===== src/rtl/regfile_sb.sv =====
// regfile_sb: 2-read / 1-write register file with a pending-write scoreboard.
//
// After reset (or an init_req), an INIT sequence walks every entry and writes
// zero, one entry per cycle, so the storage array itself needs no reset. Entry 0
// always reads as zero and can never be marked pending.
//
// Optional feature (macro REGFILE_BYPASS_EN): write-to-read forwarding. When
// defined, a read port whose address matches a same-cycle write sees wdata and
// does not stall on that address. When undefined, reads return the stored
// value until the edge after the write.
//
// Parameters:
//   DATA_W   register width in bits
//   ADDR_W   address width; DEPTH = 2**ADDR_W entries
// Ports:
//   clk, rst          clock (rising edge), asynchronous active-high reset
//   init_req          re-run the clear sequence (from READY)
//   busy              clear sequence in progress
//   we, waddr, wdata  write port
//   ra1/rd1, ra2/rd2  combinational read ports
//   sb_set, sb_addr   mark an entry as having a pending write
//   stall             a read operand has a pending write

module regfile_sb #(
  parameter int unsigned DATA_W = 32,
  parameter int unsigned ADDR_W = 5
) (
  input  logic              clk,
  input  logic              rst,
  input  logic              init_req,
  output logic              busy,
  input  logic              we,
  input  logic [ADDR_W-1:0] waddr,
  input  logic [DATA_W-1:0] wdata,
  input  logic [ADDR_W-1:0] ra1,
  input  logic [ADDR_W-1:0] ra2,
  output logic [DATA_W-1:0] rd1,
  output logic [DATA_W-1:0] rd2,
  input  logic              sb_set,
  input  logic [ADDR_W-1:0] sb_addr,
  output logic              stall
);

  localparam int unsigned DEPTH = 2 ** ADDR_W;

  typedef enum logic [0:0] {
    StInit,
    StReady
  } state_e;

  state_e            state_q, state_d;
  logic [ADDR_W-1:0] idx_q, idx_d;
  logic [DEPTH-1:0]  pending_q, pending_d;

  logic [DATA_W-1:0] regs [DEPTH];

  logic              in_ready;
  logic              mem_we;
  logic [ADDR_W-1:0] mem_addr;
  logic [DATA_W-1:0] mem_data;
  logic              byp1, byp2;

  assign in_ready = (state_q == StReady);
  assign busy     = ~in_ready;

  // Next-state logic: FSM, clear index and scoreboard bits.
  always_comb begin
    state_d   = state_q;
    idx_d     = idx_q;
    pending_d = pending_q;
    unique case (state_q)
      StInit: begin
        idx_d = idx_q + 1'b1;
        if (idx_q == {ADDR_W{1'b1}}) begin
          state_d = StReady;
        end
      end
      StReady: begin
        if (init_req) begin
          // Re-init wins over any same-cycle write or scoreboard update.
          state_d   = StInit;
          idx_d     = '0;
          pending_d = '0;
        end else begin
          if (we) begin
            pending_d[waddr] = 1'b0;
          end
          // Applied after the clear so a same-address set wins.
          if (sb_set) begin
            pending_d[sb_addr] = 1'b1;
          end
        end
      end
      default: begin
        state_d = StInit;
        idx_d   = '0;
      end
    endcase
    pending_d[0] = 1'b0;
  end

  always_ff @(posedge clk or posedge rst) begin
    if (rst) begin
      state_q   <= StInit;
      idx_q     <= '0;
      pending_q <= '0;
    end else begin
      state_q   <= state_d;
      idx_q     <= idx_d;
      pending_q <= pending_d;
    end
  end

  // Storage write port: INIT clears one entry per cycle, READY takes user writes.
  always_comb begin
    mem_we   = 1'b0;
    mem_addr = waddr;
    mem_data = wdata;
    if (!in_ready) begin
      mem_we   = 1'b1;
      mem_addr = idx_q;
      mem_data = '0;
    end else if (we && (waddr != '0) && !init_req) begin
      mem_we = 1'b1;
    end
  end

  // No reset on the array; rst gates the enable so a write racing reset is lost.
  always_ff @(posedge clk) begin
    if (mem_we && !rst) begin
      regs[mem_addr] <= mem_data;
    end
  end

  // Forwarding match per read port.
  always_comb begin
    byp1 = 1'b0;
    byp2 = 1'b0;
`ifdef REGFILE_BYPASS_EN
    byp1 = in_ready && we && (waddr != '0) && (ra1 == waddr);
    byp2 = in_ready && we && (waddr != '0) && (ra2 == waddr);
`endif
  end

  // Read ports: zero during INIT and for address 0.
  always_comb begin
    rd1 = '0;
    rd2 = '0;
    if (in_ready) begin
      if (byp1) begin
        rd1 = wdata;
      end else if (ra1 != '0) begin
        rd1 = regs[ra1];
      end
      if (byp2) begin
        rd2 = wdata;
      end else if (ra2 != '0) begin
        rd2 = regs[ra2];
      end
    end
  end

  assign stall = ~in_ready | (pending_q[ra1] & ~byp1) | (pending_q[ra2] & ~byp2);

endmodule


===== config.mk =====
export PLATFORM = sky130hd
export DESIGN_NAME = regfile_sb
export DESIGN_NICKNAME = d
export VERILOG_FILES = /design/src/rtl/regfile_sb.sv
export SDC_FILE = /design/constraint.sdc
export NUM_CORES = 1
export LEC_CHECK = 0
export CELL_PAD_IN_SITES_DETAIL_PLACEMENT = 1
export CELL_PAD_IN_SITES_GLOBAL_PLACEMENT = 1
export CORE_MARGIN = 2
export CORE_UTILIZATION = 55
export DETAILED_ROUTE_END_ITERATION = 10
export GPL_ROUTABILITY_DRIVEN = 0
export GPL_TIMING_DRIVEN = 0
export PLACE_DENSITY_LB_ADDON = 0.1
export REMOVE_ABC_BUFFERS = 1
export SETUP_SLACK_MARGIN = 0.2
export SKIP_LAST_GASP = 1
export SLEW_MARGIN = 30
export SYNTH_ARGS = -nofsm -noshare
export SYNTH_HDL_FRONTEND = slang
export SYNTH_SLANG_ARGS = --single-unit

===== constraint.sdc =====
create_clock -name clk -period 3.7 [get_ports clk]
set_clock_uncertainty 0.15 [all_clocks]
set_input_delay 0.925 -clock clk [delete_from_list [all_inputs] [get_ports clk]]
set_output_delay 0.925 -clock clk [all_outputs]
set_load 0.005 [all_outputs]

### Word level (Yosys, flattened, before mapping)

Memories as Yosys holds them, arrays and structs flattened.
Index checks and enable logic that the tools add are counted.
Widths: inputs -> output; s select.

| storage, ports and cells | value |
|---|---|
| bits in writable memories | 1024 |
| memories kept | 1 |
| word-level logic and storage cells | 57 |
| register bits | 37 |
| output and inout port bits | 66 |

Memories:

| memory | words | bits a word | read ports | clocked after memory_dff | wr ports | RTL line | text |
|---|---|---|---|---|---|---|---|
| regs | 32 | 32 | 2 | 0 | 1 | 55 | `logic [DATA_W-1:0] regs [DEPTH];` |

| operators by class | value |
|---|---|
| bitwise gates (word level) | 6 |
| add/subtract/negate cells | 1 |
| reduce and logical (&&, ||, !) cells | 10 |
| $lt $le $gt $ge | 6 |
| multiplexer cells | 28 |
| eq/ne operators | 2 |

Operators by type and width:

| cell | count |
|---|---|
| $mux 32 | 10 |
| $and 32x32->32 | 1 |
| $not 32->32 | 1 |
| $or 32x32->32 | 1 |
| $lt 5x6->1 const B | 4 |
| $reduce_bool 5->1 | 3 |
| $bmux 1 s5 | 2 |
| $demux 1 s5 | 2 |
| $ge 5x1->1 const B | 2 |
| $mux 1 | 10 |
| $mux 5 | 2 |
| $pmux 5 s2 | 1 |
| $add 5x1->5 const B | 1 |
| $eq 5x5->1 const B | 1 |
| $logic_and 1x1->1 | 5 |
| $logic_not 1->1 | 2 |
| $ne 2x2->1 const B | 1 |
| $or 1x1->1 | 2 |
| $pmux 1 s2 | 1 |
| $not 1->1 | 1 |

### Logic depth before layout (Yosys ltp)

| depth | value |
|---|---|
| word-level depth | 12 |
| mapped depth | 9 |

### Worst setup path after synthesis

Ideal clock, no wire load.

| path | value |
|---|---|
| kind | input-to-reg |
| start point | input rst |
| end point | memory regs[0][0], enable pin |
| slack | -0.377 ns |
| setup time | 0.421 ns |
| cell stages on the path | 4 |
| arrival time | 3.506 ns |
| data required time | 3.129 ns |
| cell sequence | inv_1 -> o21a_1 -> nand2_1 -> nor2_1 |

| on the way | value |
|---|---|
| longest elaborated chain between the ends | 4 |

Ends and longest elaborated chain:

| item | RTL line | text |
|---|---|---|
| from (decl) | 29 | `input logic rst,` |
| $logic_not 1->1 | 130 | `if (mem_we && !rst) begin` |
| $logic_and 1x1->1 | 130 |  |
| $mux 1 | 130 |  |
| $mux 1 (implied by the code) | 131 | `regs[mem_addr] <= mem_data;` |
| to (decl) | 55 |  |

No other way between the ends.

### Worst setup path in the final report

| path | value |
|---|---|
| start point | input ra1[1] |
| end point | output rd1[0] |

| on the way | value |
|---|---|
| longest elaborated chain between the ends | 3 |

Ends and longest elaborated chain:

| item | RTL line | text |
|---|---|---|
| from (decl) | 35 | `input logic [ADDR_W-1:0] ra1,` |
| $mem_v2 32x32 / $reduce_bool 5->1 (equally long branches) | -- |  |
| $mux 32 * | 152 | `end else if (ra1 != '0) begin` |
| $mux 32 * | 149 | `if (in_ready) begin` |
| to (decl) | 37 | `output logic [DATA_W-1:0] rd1,` |

Every way passes the cells marked *; elsewhere a longest branch is shown, timed or not.

==> results_dict.tcl <==
set metrics [dict create \
    status "complete, but fails checks" \
    violations "negative setup slack" \
    clk_path_buf_depth 3 \
    clkSinkCount 1061 \
    end_kind "primary output" \
    cp.required_ns 2.62 \
    via_per_inst 8.45 \
    ys_seq_elements 1061 \
    die_area_um2 93400 \
    syn_avg_cell_area_um2 20.2 \
    period_needed_ns 4.42 \
    finalWorstSetupSlack_ns -0.722 \
    cts_tree "built" \
    initialDrtViolationCount 6504 \
    cts_root_buffer "clkbuf_16" \
    die_h_um 306 \
    io_buffers 122 \
    post_drt_wl_per_cell_um 54.6 \
    path_clk_slew_ns 0.07 \
    startpoint_type "input pin" \
    setup_tns_ns -23.37 \
    htreeDepth 3 \
    synth_cells 2477 \
    power_density_nw_per_um2 521 \
    layout.cells.non_filler 4255 \
    grtUsageMet1 0.536 \
    grt_pass1_wl_um 291000 \
    leakage_nw 22.4 \
    path_max_fanout 11 \
    max_slew.worst_pin.slew_ns 1.00 \
    std_cell_rows 110 \
    fin_area_um2 65500 \
    grt_use_met2 0.707 \
    holdCritPathClass "reg -> reg" \
    nets 3040 \
    synth_top_area_share 0.615 \
    grt.met3_usage 0.136 \
    dr.pass1.iters 9 \
    finalMaxSlewViolations 0 \
    hold_buffers 0 \
    wl_um 232000 \
    rsz0062_at_grt "true" \
    clk-insertion-delay-late_ns 0.74 \
    synth_area_um2 50000 \
    globalRouteTotalUtil 0.456 \
    first_global_vias 35737 \
    place_inst 3704 \
    ys_top_cells_by_area "edfxtp_1 (61%), mux4_2 (27%), dfrtp_1 (1.9%)" \
    dp_hpwl_um 94800 \
    dpl-instance-area_um2 55400 \
    ant_nets 0 \
    finalCritPeriodShare 1.20 \
    drv_cap 0 \
    post-route-drc-count 0 \
    grt_antenna_before_repair 12 \
    layout_common_cells "edfxtp_1 (1024), mux4_2 (589), buf_16 (187)" \
    yosysSeqAreaShare 0.633 \
    crit_type "in -> out" \
    relSlewSlack 0.329 \
    area_growth_pct 31.0 \
    fmax_mhz 226 \
    core_area_um2 90100 \
    final_layout_size_suffix_gt1_frac 0.519 \
    top_usage_layer "met2" \
    cts_made_buffers 110 \
    layout_commonest_cell "edfxtp_1" \
    synth.largest_area_cell "edfxtp_1" \
    p_total_w 0.0342 \
    start_util 0.555 \
    ios 123 \
    overflow 0 \
    grt_max_degree 53 \
    yosysWarningCount 0 \
    n_fill_cell 6687 \
    die_w_um 306 \
    cp.arrival_ns 3.35 \
    finalSetupViolCount 77 \
    synth.distinct_cells 40 \
    peakVddDrop_mv 0.484 \
    finalHoldViolCount 0 \
    num_vias 35936 \
]
[report_power, final]
part,switching (W),internal [W],leakage [nW]
registers,0.000593,0.0143,10.1
logic,0.00406,0.00290,10.5
clock network,0.00548,0.00680,1.82
[worst max-delay path, cell delays in order]
cell	delay, ns
buf_16	0.12
buf_16	0.15
buf_16	0.18
buf_4	0.14
bufbuf_16	0.31
mux4_2	0.32
mux2i_1	0.25
nor2_1	0.15
a21oi_2	0.45
o21ai_4	0.16
buf_2	0.16
[synth_stat cells, drive strengths merged]
cell     number
mux4        589
xnor2         1
a32o         32
and2         32
a221oi        1
nand4b        3
mux2         68
a2111oi       2
nor2        109
or3           2
ha            2
a22o          2
o31ai         1
nor4          3
a21oi        68
buf         117
and3          5
nor2b         1
nor3b         9
nand3b        1
edfxtp     1024
nand3        70
o21a          1
or4           1
o21ai        69
o311ai        1
nor3          5
inv           6
o32ai         1
dfrtp        37
and3b         1
a21o          1
clkbuf       81
xor2          1
mux2i        73
nand2        57
[cell families (layout without fill, tap and decap cells)]
| logic type | after synthesis | count (layout) | synth area share |
|---|---|---|---|
| other | 0 | 1 | 0 |
| muxes | 730 | 730 | 0.295 |
| adders and majority gates | 2 | 2 | 0.000500 |
| xor gates and xnor gates | 2 | 2 | 0.000350 |
| AOI/OAI and AO/OA | 179 | 179 | 0.0218 |
| and+or+nand+nor | 299 | 299 | 0.0277 |
| buffers and inverters | 204 | 805 | 0.0216 |
| DFF | 1061 | 1061 | 0.633 |
[area by class of cell]
| type | count | area (µm²) | share of cell area |
|---|---|---|---|
| sequential | 1061 | 31700 | 0.483 |
| multi-input combinational | 1212 | 18500 | 0.282 |
| timing repair buffer | 590 | 10100 | 0.154 |
| clock buffer | 123 | 2800 | 0.0427 |
| tap | 1176 | 1470 | 0.0225 |
| clock inverter | 86 | 966 | 0.0147 |
| inverter | 6 | 26.3 | 0.000401 |
| antenna | 1 | 2.50 | 0.0000382 |
[routing by layer]
metal	vias up	share of wire
met5	-	0.0012
met2	4390	0.45
met1	18231	0.29
li1	11796	-
met3	1501	0.15
met4	18	0.11
[path summary, 6_finish.rpt]
kind,from,end,slack (ns),depth (start not counted)
setup / recovery,ra1[1],rd1[0],-0.72,11
hold / removal,pending_q[20],pending_q[20],0.43,1
setup reg to reg,in_ready,regs[22][25],0.03,7
hold reg to reg,pending_q[20],pending_q[20],0.43,1
max in group asynchronous,rst,in_ready,1.98,2
min in group asynchronous,rst,pending_q[8],0.73,2
[state kept, by name, summed over array words and instances (netlist names)]
signal,cells
regs,1024
idx_q,5
pending_q,31
in_ready,1
[metrics by stage]
step | hold slack, ns | setup slack (ns) | util
after global placement | 0.367 | -19.48 | 0.573
after detailed placement | 0.387 | -1.45 | 0.614
final | 0.428 | -0.722 | 0.727
after CTS | 0.407 | -0.325 | 0.716
after floorplan | 0.355 | -1.15 | -
after global routing | 0.444 | -0.665 | 0.727
[repair_timing]
action | CTS | global route
setup endpoints to repair | 943 | 147
setup buffers | 207 | 45
hold endpoints to repair | 0 | 0
cloned | 83 | 6
resized for setup | 527 | 85
pin swaps | 41 | 22
Power figures use the tool's default switching activity.
